==> config.mk <==
export PLATFORM = sky130hd
export DESIGN_NAME = adc_serial_responder
export DESIGN_NICKNAME = d
export VERILOG_FILES = /design/src/rtl/adc_pkg.sv /design/src/rtl/sync_edge.sv /design/src/rtl/adc_serial_responder.sv
export SDC_FILE = /design/constraint.sdc
export NUM_CORES = 1
export LEC_CHECK = 0
export BUFFER_PORTS_ARGS = -buffer_cell sky130_fd_sc_hd__buf_4
export CAP_MARGIN = 30
export CORE_AREA = 2 2 120 122
export DETAILED_ROUTE_END_ITERATION = 12
export DIE_AREA = 0 0 122 124
export PLACE_DENSITY = 0.61
export SYNTH_ARGS = -nofsm -noshare
export SYNTH_HDL_FRONTEND = slang
export SYNTH_SLANG_ARGS = --single-unit
==> constraint.sdc <==
create_clock -name CLOCK_50 -period 2.15 [get_ports CLOCK_50]
set_input_delay 0.5375 -clock CLOCK_50 [delete_from_list [all_inputs] [get_ports CLOCK_50]]
set_output_delay 0.5375 -clock CLOCK_50 [all_outputs]
set_load 0.02 [all_outputs]
==> src/rtl/adc_pkg.sv <==
// adc_pkg: shared definitions for the serial ADC device emulator.
//   - default channel count, sample width and frame length
//   - SCLK rise numbers on which the controller shifts in the channel address
//   - channel/sample typedefs and the responder state encoding
package adc_pkg;

   localparam int ADC_NCH        = 8;
   localparam int ADC_DW         = 12;
   localparam int ADC_FRAME_BITS = 16;

   // Address bits arrive MSB first on these SCLK rises (1-based count).
   localparam int ADDR_RISE_FIRST = 3;
   localparam int ADDR_RISE_LAST  = 5;
   localparam int ADDR_BITS       = ADDR_RISE_LAST - ADDR_RISE_FIRST + 1;

   typedef logic [2:0]  ch_t;
   typedef logic [11:0] sample_t;

   typedef enum logic {
      IDLE  = 1'b0,
      SHIFT = 1'b1
   } resp_state_t;

endpackage

==> src/rtl/sync_edge.sv <==
// sync_edge: multi-flop synchronizer with rise/fall pulse detection.
//   pin   : asynchronous input
//   level : synchronized level (last synchronizer stage)
//   rise  : one-cycle pulse when level goes 0->1
//   fall  : one-cycle pulse when level goes 1->0
// RST_VAL presets every stage so an idle line produces no edge out of reset.
module sync_edge #(
   parameter int   SYNC_STAGES = 2,
   parameter logic RST_VAL     = 1'b0
) (
   input  logic clk,
   input  logic rst_n,
   input  logic pin,
   output logic level,
   output logic rise,
   output logic fall
);

   logic [SYNC_STAGES-1:0] sync_reg;
   logic                   prev_reg;

   genvar gi;
   generate
      for (gi = 0; gi < SYNC_STAGES; gi++) begin : g_stage
         if (gi == 0) begin : g_first
            always_ff @(posedge clk or negedge rst_n) begin
               if (!rst_n) sync_reg[gi] <= RST_VAL;
               else        sync_reg[gi] <= pin;
            end
         end else begin : g_rest
            always_ff @(posedge clk or negedge rst_n) begin
               if (!rst_n) sync_reg[gi] <= RST_VAL;
               else        sync_reg[gi] <= sync_reg[gi-1];
            end
         end
      end
   endgenerate

   always_ff @(posedge clk or negedge rst_n) begin
      if (!rst_n) prev_reg <= RST_VAL;
      else        prev_reg <= sync_reg[SYNC_STAGES-1];
   end

   assign level = sync_reg[SYNC_STAGES-1];
   assign rise  = level & ~prev_reg;
   assign fall  = ~level & prev_reg;

endmodule

==> src/rtl/adc_serial_responder.sv <==
// adc_serial_responder: device-side emulator of an 8-channel serial ADC.
// Oversamples CS_N/SCLK/SADDR in the CLOCK_50 domain and answers each frame
// with {leading zeros, ch_data[channel]}, where the channel was addressed by
// the controller during the previous frame.
//   CLOCK_50    : system clock (>= 4x SCLK)
//   n_reset     : asynchronous active-low reset
//   ADC_CS_N    : chip select, active low
//   ADC_SCLK    : serial clock, idles high
//   ADC_SADDR   : channel address from the controller
//   ADC_SDAT    : serial data to the controller
//   sdat_oe     : ADC_SDAT output enable, high only inside a frame
//   ch_data     : packed samples, channel k at [k*DW +: DW]
//   cur_ch      : channel being returned in the current frame
//   frame_done  : one-cycle pulse per completed frame
//   frame_abort : one-cycle pulse when CS_N rises mid-frame
//   frame_cnt   : completed-frame counter (wraps)
module adc_serial_responder
   import adc_pkg::*;
#(
   parameter int NCH         = ADC_NCH,
   parameter int DW          = ADC_DW,
   parameter int FRAME_BITS  = ADC_FRAME_BITS,
   parameter int SYNC_STAGES = 2,
   parameter int RST_CH      = 0
) (
   input  logic                     CLOCK_50,
   input  logic                     n_reset,
   input  logic                     ADC_CS_N,
   input  logic                     ADC_SCLK,
   input  logic                     ADC_SADDR,
   output logic                     ADC_SDAT,
   output logic                     sdat_oe,
   input  logic [NCH*DW-1:0]        ch_data,
   output logic [$clog2(NCH)-1:0]   cur_ch,
   output logic                     frame_done,
   output logic                     frame_abort,
   output logic [15:0]              frame_cnt
);

   localparam int CHW = $clog2(NCH);
   localparam int CW  = $clog2(FRAME_BITS + 1);
   localparam logic [CW-1:0] LAST_RISE = CW'(FRAME_BITS);

   // ---------------- pin synchronizers ----------------
   logic cs_lvl, cs_rise, cs_fall;
   logic sclk_lvl, sclk_rise, sclk_fall;
   logic saddr_lvl, saddr_rise, saddr_fall;

   sync_edge #(.SYNC_STAGES(SYNC_STAGES), .RST_VAL(1'b1)) u_sync_cs (
      .clk(CLOCK_50), .rst_n(n_reset), .pin(ADC_CS_N),
      .level(cs_lvl), .rise(cs_rise), .fall(cs_fall));

   sync_edge #(.SYNC_STAGES(SYNC_STAGES), .RST_VAL(1'b1)) u_sync_sclk (
      .clk(CLOCK_50), .rst_n(n_reset), .pin(ADC_SCLK),
      .level(sclk_lvl), .rise(sclk_rise), .fall(sclk_fall));

   sync_edge #(.SYNC_STAGES(SYNC_STAGES), .RST_VAL(1'b0)) u_sync_saddr (
      .clk(CLOCK_50), .rst_n(n_reset), .pin(ADC_SADDR),
      .level(saddr_lvl), .rise(saddr_rise), .fall(saddr_fall));

   // Only edges of CS_N/SCLK and the level of SADDR drive the logic.
   logic unused_sync;
   assign unused_sync = &{1'b0, cs_lvl, sclk_lvl, saddr_rise, saddr_fall};

   // ---------------- state ----------------
   resp_state_t            state_reg, state_next;
   logic [FRAME_BITS-1:0]  shift_reg, shift_next;
   logic [CW-1:0]          cnt_reg, cnt_next;
   logic [ADDR_BITS-1:0]   addr_reg, addr_next;
   logic [CHW-1:0]         cur_ch_reg, cur_ch_next;
   logic [CHW-1:0]         next_ch_reg, next_ch_next;
   logic                   sdat_reg, sdat_next;
   logic                   oe_reg, oe_next;
   logic                   done_reg, done_next;
   logic                   abort_reg, abort_next;
   logic [15:0]            frame_cnt_reg, frame_cnt_next;

   logic [CW-1:0]          cnt_inc;
   logic [CHW-1:0]         addr_ch;
   logic [FRAME_BITS-1:0]  load_word;
   logic [FRAME_BITS-1:0]  reload_word;

   assign cnt_inc     = cnt_reg + 1'b1;
   assign addr_ch     = CHW'(addr_reg);
   // Zero-extension supplies the FRAME_BITS-DW leading zero bits.
   assign load_word   = FRAME_BITS'(ch_data[int'(next_ch_reg)*DW +: DW]);
   assign reload_word = FRAME_BITS'(ch_data[int'(addr_ch)*DW +: DW]);

   always_ff @(posedge CLOCK_50 or negedge n_reset) begin
      if (!n_reset) begin
         state_reg     <= IDLE;
         shift_reg     <= '0;
         cnt_reg       <= '0;
         addr_reg      <= '0;
         cur_ch_reg    <= CHW'(RST_CH);
         next_ch_reg   <= CHW'(RST_CH);
         sdat_reg      <= 1'b0;
         oe_reg        <= 1'b0;
         done_reg      <= 1'b0;
         abort_reg     <= 1'b0;
         frame_cnt_reg <= '0;
      end else begin
         state_reg     <= state_next;
         shift_reg     <= shift_next;
         cnt_reg       <= cnt_next;
         addr_reg      <= addr_next;
         cur_ch_reg    <= cur_ch_next;
         next_ch_reg   <= next_ch_next;
         sdat_reg      <= sdat_next;
         oe_reg        <= oe_next;
         done_reg      <= done_next;
         abort_reg     <= abort_next;
         frame_cnt_reg <= frame_cnt_next;
      end
   end

   always_comb begin
      state_next     = state_reg;
      shift_next     = shift_reg;
      cnt_next       = cnt_reg;
      addr_next      = addr_reg;
      cur_ch_next    = cur_ch_reg;
      next_ch_next   = next_ch_reg;
      sdat_next      = sdat_reg;
      oe_next        = oe_reg;
      done_next      = 1'b0;
      abort_next     = 1'b0;
      frame_cnt_next = frame_cnt_reg;

      case (state_reg)
         IDLE: begin
            oe_next   = 1'b0;
            sdat_next = 1'b0;
            // A coincident SCLK fall is absorbed by the load (no shift).
            if (cs_fall) begin
               state_next  = SHIFT;
               shift_next  = load_word;
               cur_ch_next = next_ch_reg;
               cnt_next    = '0;
               oe_next     = 1'b1;
               sdat_next   = load_word[FRAME_BITS-1];
            end
         end

         SHIFT: begin
            // CS_N rise has priority over any SCLK edge in the same cycle.
            if (cs_rise) begin
               state_next = IDLE;
               abort_next = (cnt_reg != '0);
               oe_next    = 1'b0;
               sdat_next  = 1'b0;
            end else if (sclk_fall) begin
               // With no rise yet in this frame the MSB is already in place:
               // this fall is the frame's leading edge, so present without shifting.
               if (cnt_reg == '0) begin
                  sdat_next = shift_reg[FRAME_BITS-1];
               end else begin
                  shift_next = {shift_reg[FRAME_BITS-2:0], 1'b0};
                  sdat_next  = shift_reg[FRAME_BITS-2];
               end
            end else if (sclk_rise) begin
               cnt_next = cnt_inc;
               for (int j = 0; j < ADDR_BITS; j++) begin
                  if (cnt_inc == CW'(ADDR_RISE_FIRST + j))
                     addr_next[ADDR_BITS-1-j] = saddr_lvl;
               end
               if (cnt_inc == LAST_RISE) begin
                  done_next      = 1'b1;
                  frame_cnt_next = frame_cnt_reg + 16'd1;
                  next_ch_next   = addr_ch;
                  cur_ch_next    = addr_ch;
                  shift_next     = reload_word;
                  cnt_next       = '0;
               end
            end
         end

         default: state_next = IDLE;
      endcase
   end

   assign ADC_SDAT    = sdat_reg;
   assign sdat_oe     = oe_reg;
   assign cur_ch      = cur_ch_reg;
   assign frame_done  = done_reg;
   assign frame_abort = abort_reg;
   assign frame_cnt   = frame_cnt_reg;

endmodule

==> metrics.csv <==
stage;metric;value;unit
detailed_routing;DR pass1 iterations;4;
outcome;status;finished clean;
yosys;area of the mapped netlist;4200;um^2
detailed_routing;Starting DRT DRC Count;133;
clock_network;CTS tree;yes;
placement;pre-CTS setup slack;0.0433;ns
min_path;Min-Delay Path Class;input port to async pin;
global_routing;GRT overflow;0;
yosys;Mean Syn Cell Area;11.5;um^2
layout;FF+latch area;1490;um^2
global_routing;Total GRT Usage;0.170;
clock_network;H-Tree Depth;3;
placement;Placer Congestion;0.816;
layout;Finished Layout Cells;688;
global_routing;largest net degree at the start of global routing;35;
clock_network;CTS clock-pin slew for the worst setup and hold paths;0.05;ns
timing;FMAX;475;MHz
clock_network;CTS Root Cell;clkbuf_16;
yosys;synth cell count leaders;dfrtp_1 (53), nand2_1 (50), mux4_2 (37);
placement;I/O Buffers;123;
global_routing;first-pass GRT wire length;19700;um
yosys;Area contributors post-synth;dfrtp_1 (32%), mux4_2 (20%), mux2_2 (7.0%);
timing;crit share post-route;0.978;
clock_network;CTS max path bufs;2;
global_routing;initial antenna violation count;0;
detailed_routing;via count of the routed design;3564;
yosys;sequential share of the synthesized area;0.353;
timing;Worst Slack Setup Final;0.0469;ns
die;Die Y;124;um
layout;area of the multi-input gates;2600;um^2
worst_setup_path;worst-path cell chain;inv_2 -> ha_4 -> and2b_4 -> nand3_2 -> or3_4 -> nor4_4 -> xor2_1;
die;num ports;124;
yosys;FFs w/ async S/R, synth;1.00;
yosys;most common cell in the synthesized netlist;dfrtp_1;
worst_setup_path;CP Capture Type;register;
die;DIE WIDTH;122;um
timing;Tmin final;2.10;ns
placement;post-DP HPWL;9410;um
layout;share of layout cells above drive strength 1;0.502;
yosys;Synth Instances;365;
worst_setup_path;crit path max fanout;8;
clock_network;TritonCTS buffer count;9;
timing;relative slew slack;0.375;
worst_setup_path;Bufs and invs on worst path;1;
placement;Area after DPL;5520;um^2
global_routing;vias in the first global route;3963;
timing;Slew @ Worst Pin;0.934;ns
detailed_routing;Final ANT Viol Nets;0;
power;PwrDens;700;nW/um^2
layout;filler cell count;1331;
power;Pleak;2.55;nW
detailed_routing;Via density;5.18;
worst_setup_path;Crit-path slowest cell;dfstp_2;
yosys;Synth warnings;0;
die;Row Count;43;
timing;final hold vios;0;
yosys;synthesized flop and latch total;59;
yosys;area leader, netlist;dfrtp_1;
layout;final net count;610;
yosys;Synth Net Count;472;
die;Die ar.;15100;um^2
timing;Final Skew;0.00611;ns
die;CORE AREA;13700;um^2
yosys;library cells used by synthesis;50;
yosys;number of synthesized flops with an enable pin;0;
power;VDD IR max;0.438;mV
timing;setup violators final;0;
clock_network;CTS Sinks;59;
worst_setup_path;CP Data Arrival Time;2.35;ns
worst_setup_path;critical path's top delay family;simple AND/OR/NAND/NOR gates;
worst_setup_path;Setup CP Type;register to register;
timing;fin. max-slew vios;0;
die;Initial Util;0.306;
flow_run;max_cap viols;0;
yosys;Synth Flop Type;dfrtp_1;
clock_network;worst skew pair latency;0.33;ns
detailed_routing;DRT Wirelength;12500;um
clock_network;cts hold-fix bufs;0;
layout;synthesis-to-finish area growth;39.0;%
layout;design area;5840;um^2
layout;n_diodes;0;
detailed_routing;DRC errors left;0;
yosys;Synth top area share;0.316;
worst_setup_path;worst path required time;2.39;ns
worst_setup_path;worst stage delay on the critical path;0.55;ns
worst_setup_path;CP Launch Type;register;
placement;placed insts;671;
detailed_routing;post-DR wirelength/cell;18.1;um
==> worst paths after layout <==
path | slack [ns] | endpoint | from | cells after the start
worst max-delay path | 0.05 | frame_cnt[12] | u_sync_sclk.level | 7
worst min-delay path | 0.12 | frame_cnt[8] | n_reset | 1
worst max register to register | 0.05 | frame_cnt[12] | u_sync_sclk.level | 7
worst min register to register | 0.35 | u_sync_sclk.level | u_sync_sclk.sync_reg[0] | 0
max in group asynchronous | 1.46 | u_sync_cs.level | n_reset | 2
min in group CLOCK_50 | 0.32 | u_sync_cs.sync_reg[0] | ADC_CS_N | 1
==> placed cells by master (no fill, tap or decap), types with 2 or more instances in the layout <==
master	netlist	layout
nand3b_1	4	4
inv_1	10	9
clkbuf_1	10	4
dfstp_2	6	6
mux4_2	37	37
xnor2_1	10	10
nand3_1	11	11
o21ai_0	8	8
buf_4	5	147
o22ai_1	11	11
nand4_1	6	6
buf_12	0	6
clkinv_2	0	3
a21oi_1	3	3
nand2b_1	5	5
dfrtp_2	0	3
a31oi_1	2	2
nand2_1	50	50
and3_1	2	2
a221oi_1	10	10
nor3_1	5	4
mux2i_1	29	29
nor2b_1	2	2
mux2_2	26	26
a211oi_1	2	2
dfrtp_1	53	50
nor4_4	1	5
nor2_1	8	8
ha_1	6	5
o21a_1	2	2
clkbuf_16	0	9
xor2_1	7	7
==> through the flow <==
step	hold WS (ns)	total power, mW	utilization	TNS (ns)
after floorplan	0.242	2.32	-	0
after global placement	0.343	2.81	0.402	0
after detailed placement	0.352	2.85	0.402	0
after CTS	0.130	4.13	0.421	0
after global routing	0.141	4.31	0.425	-0.0590
final	0.122	4.09	0.425	0
==> power by group <==
group / internal (mW) / switching (mW) / total (mW)
Combinational: 0.810 / 0.547 / 1.36
Clock: 0.773 / 0.481 / 1.25
Sequential: 1.29 / 0.187 / 1.47
==> what timing repair did <==
item,in CTS,in global routing
endpoints found under the setup margin,0,19
gates resized for setup,0,11
buffers inserted,0,1
endpoints found under the hold margin,0,0
==> routing by layer <==
metal / vias to the layer above / share of wire / GRT usage
met1: 1794 / 0.41 / 0.195
met2: 93 / 0.53 / 0.314
met3: 18 / 0.057 / 0.0449
met5: - / 0 / 0
li1: 1659 / - / -
met4: 0 / 0.011 / 0.0409
==> cell type report <==
| type | instances | share of cell area |
|---|---|---|
| clock buffers | 13 | 0.0412 |
| clock inverters | 3 | 0.00257 |
| inverters | 11 | 0.00772 |
| multi-input cells | 269 | 0.445 |
| flip-flops and latches | 59 | 0.255 |
| well taps | 180 | 0.0386 |
| repair buffers | 153 | 0.210 |
==> kinds of logic (layout without fill, tap and decap cells) <==
kind of cell    Yosys count  in the layout  synth area share
simple gates            109            109             0.138
compound gates           45             45            0.0736
mux                      92             92             0.337
flops                    59             59             0.353
xor+xnor                 17             17            0.0355
buf+inv                  37            180            0.0447
fa+ha+maj                 6              6            0.0179
No activity file was read; power rests on OpenSTA's default activity.
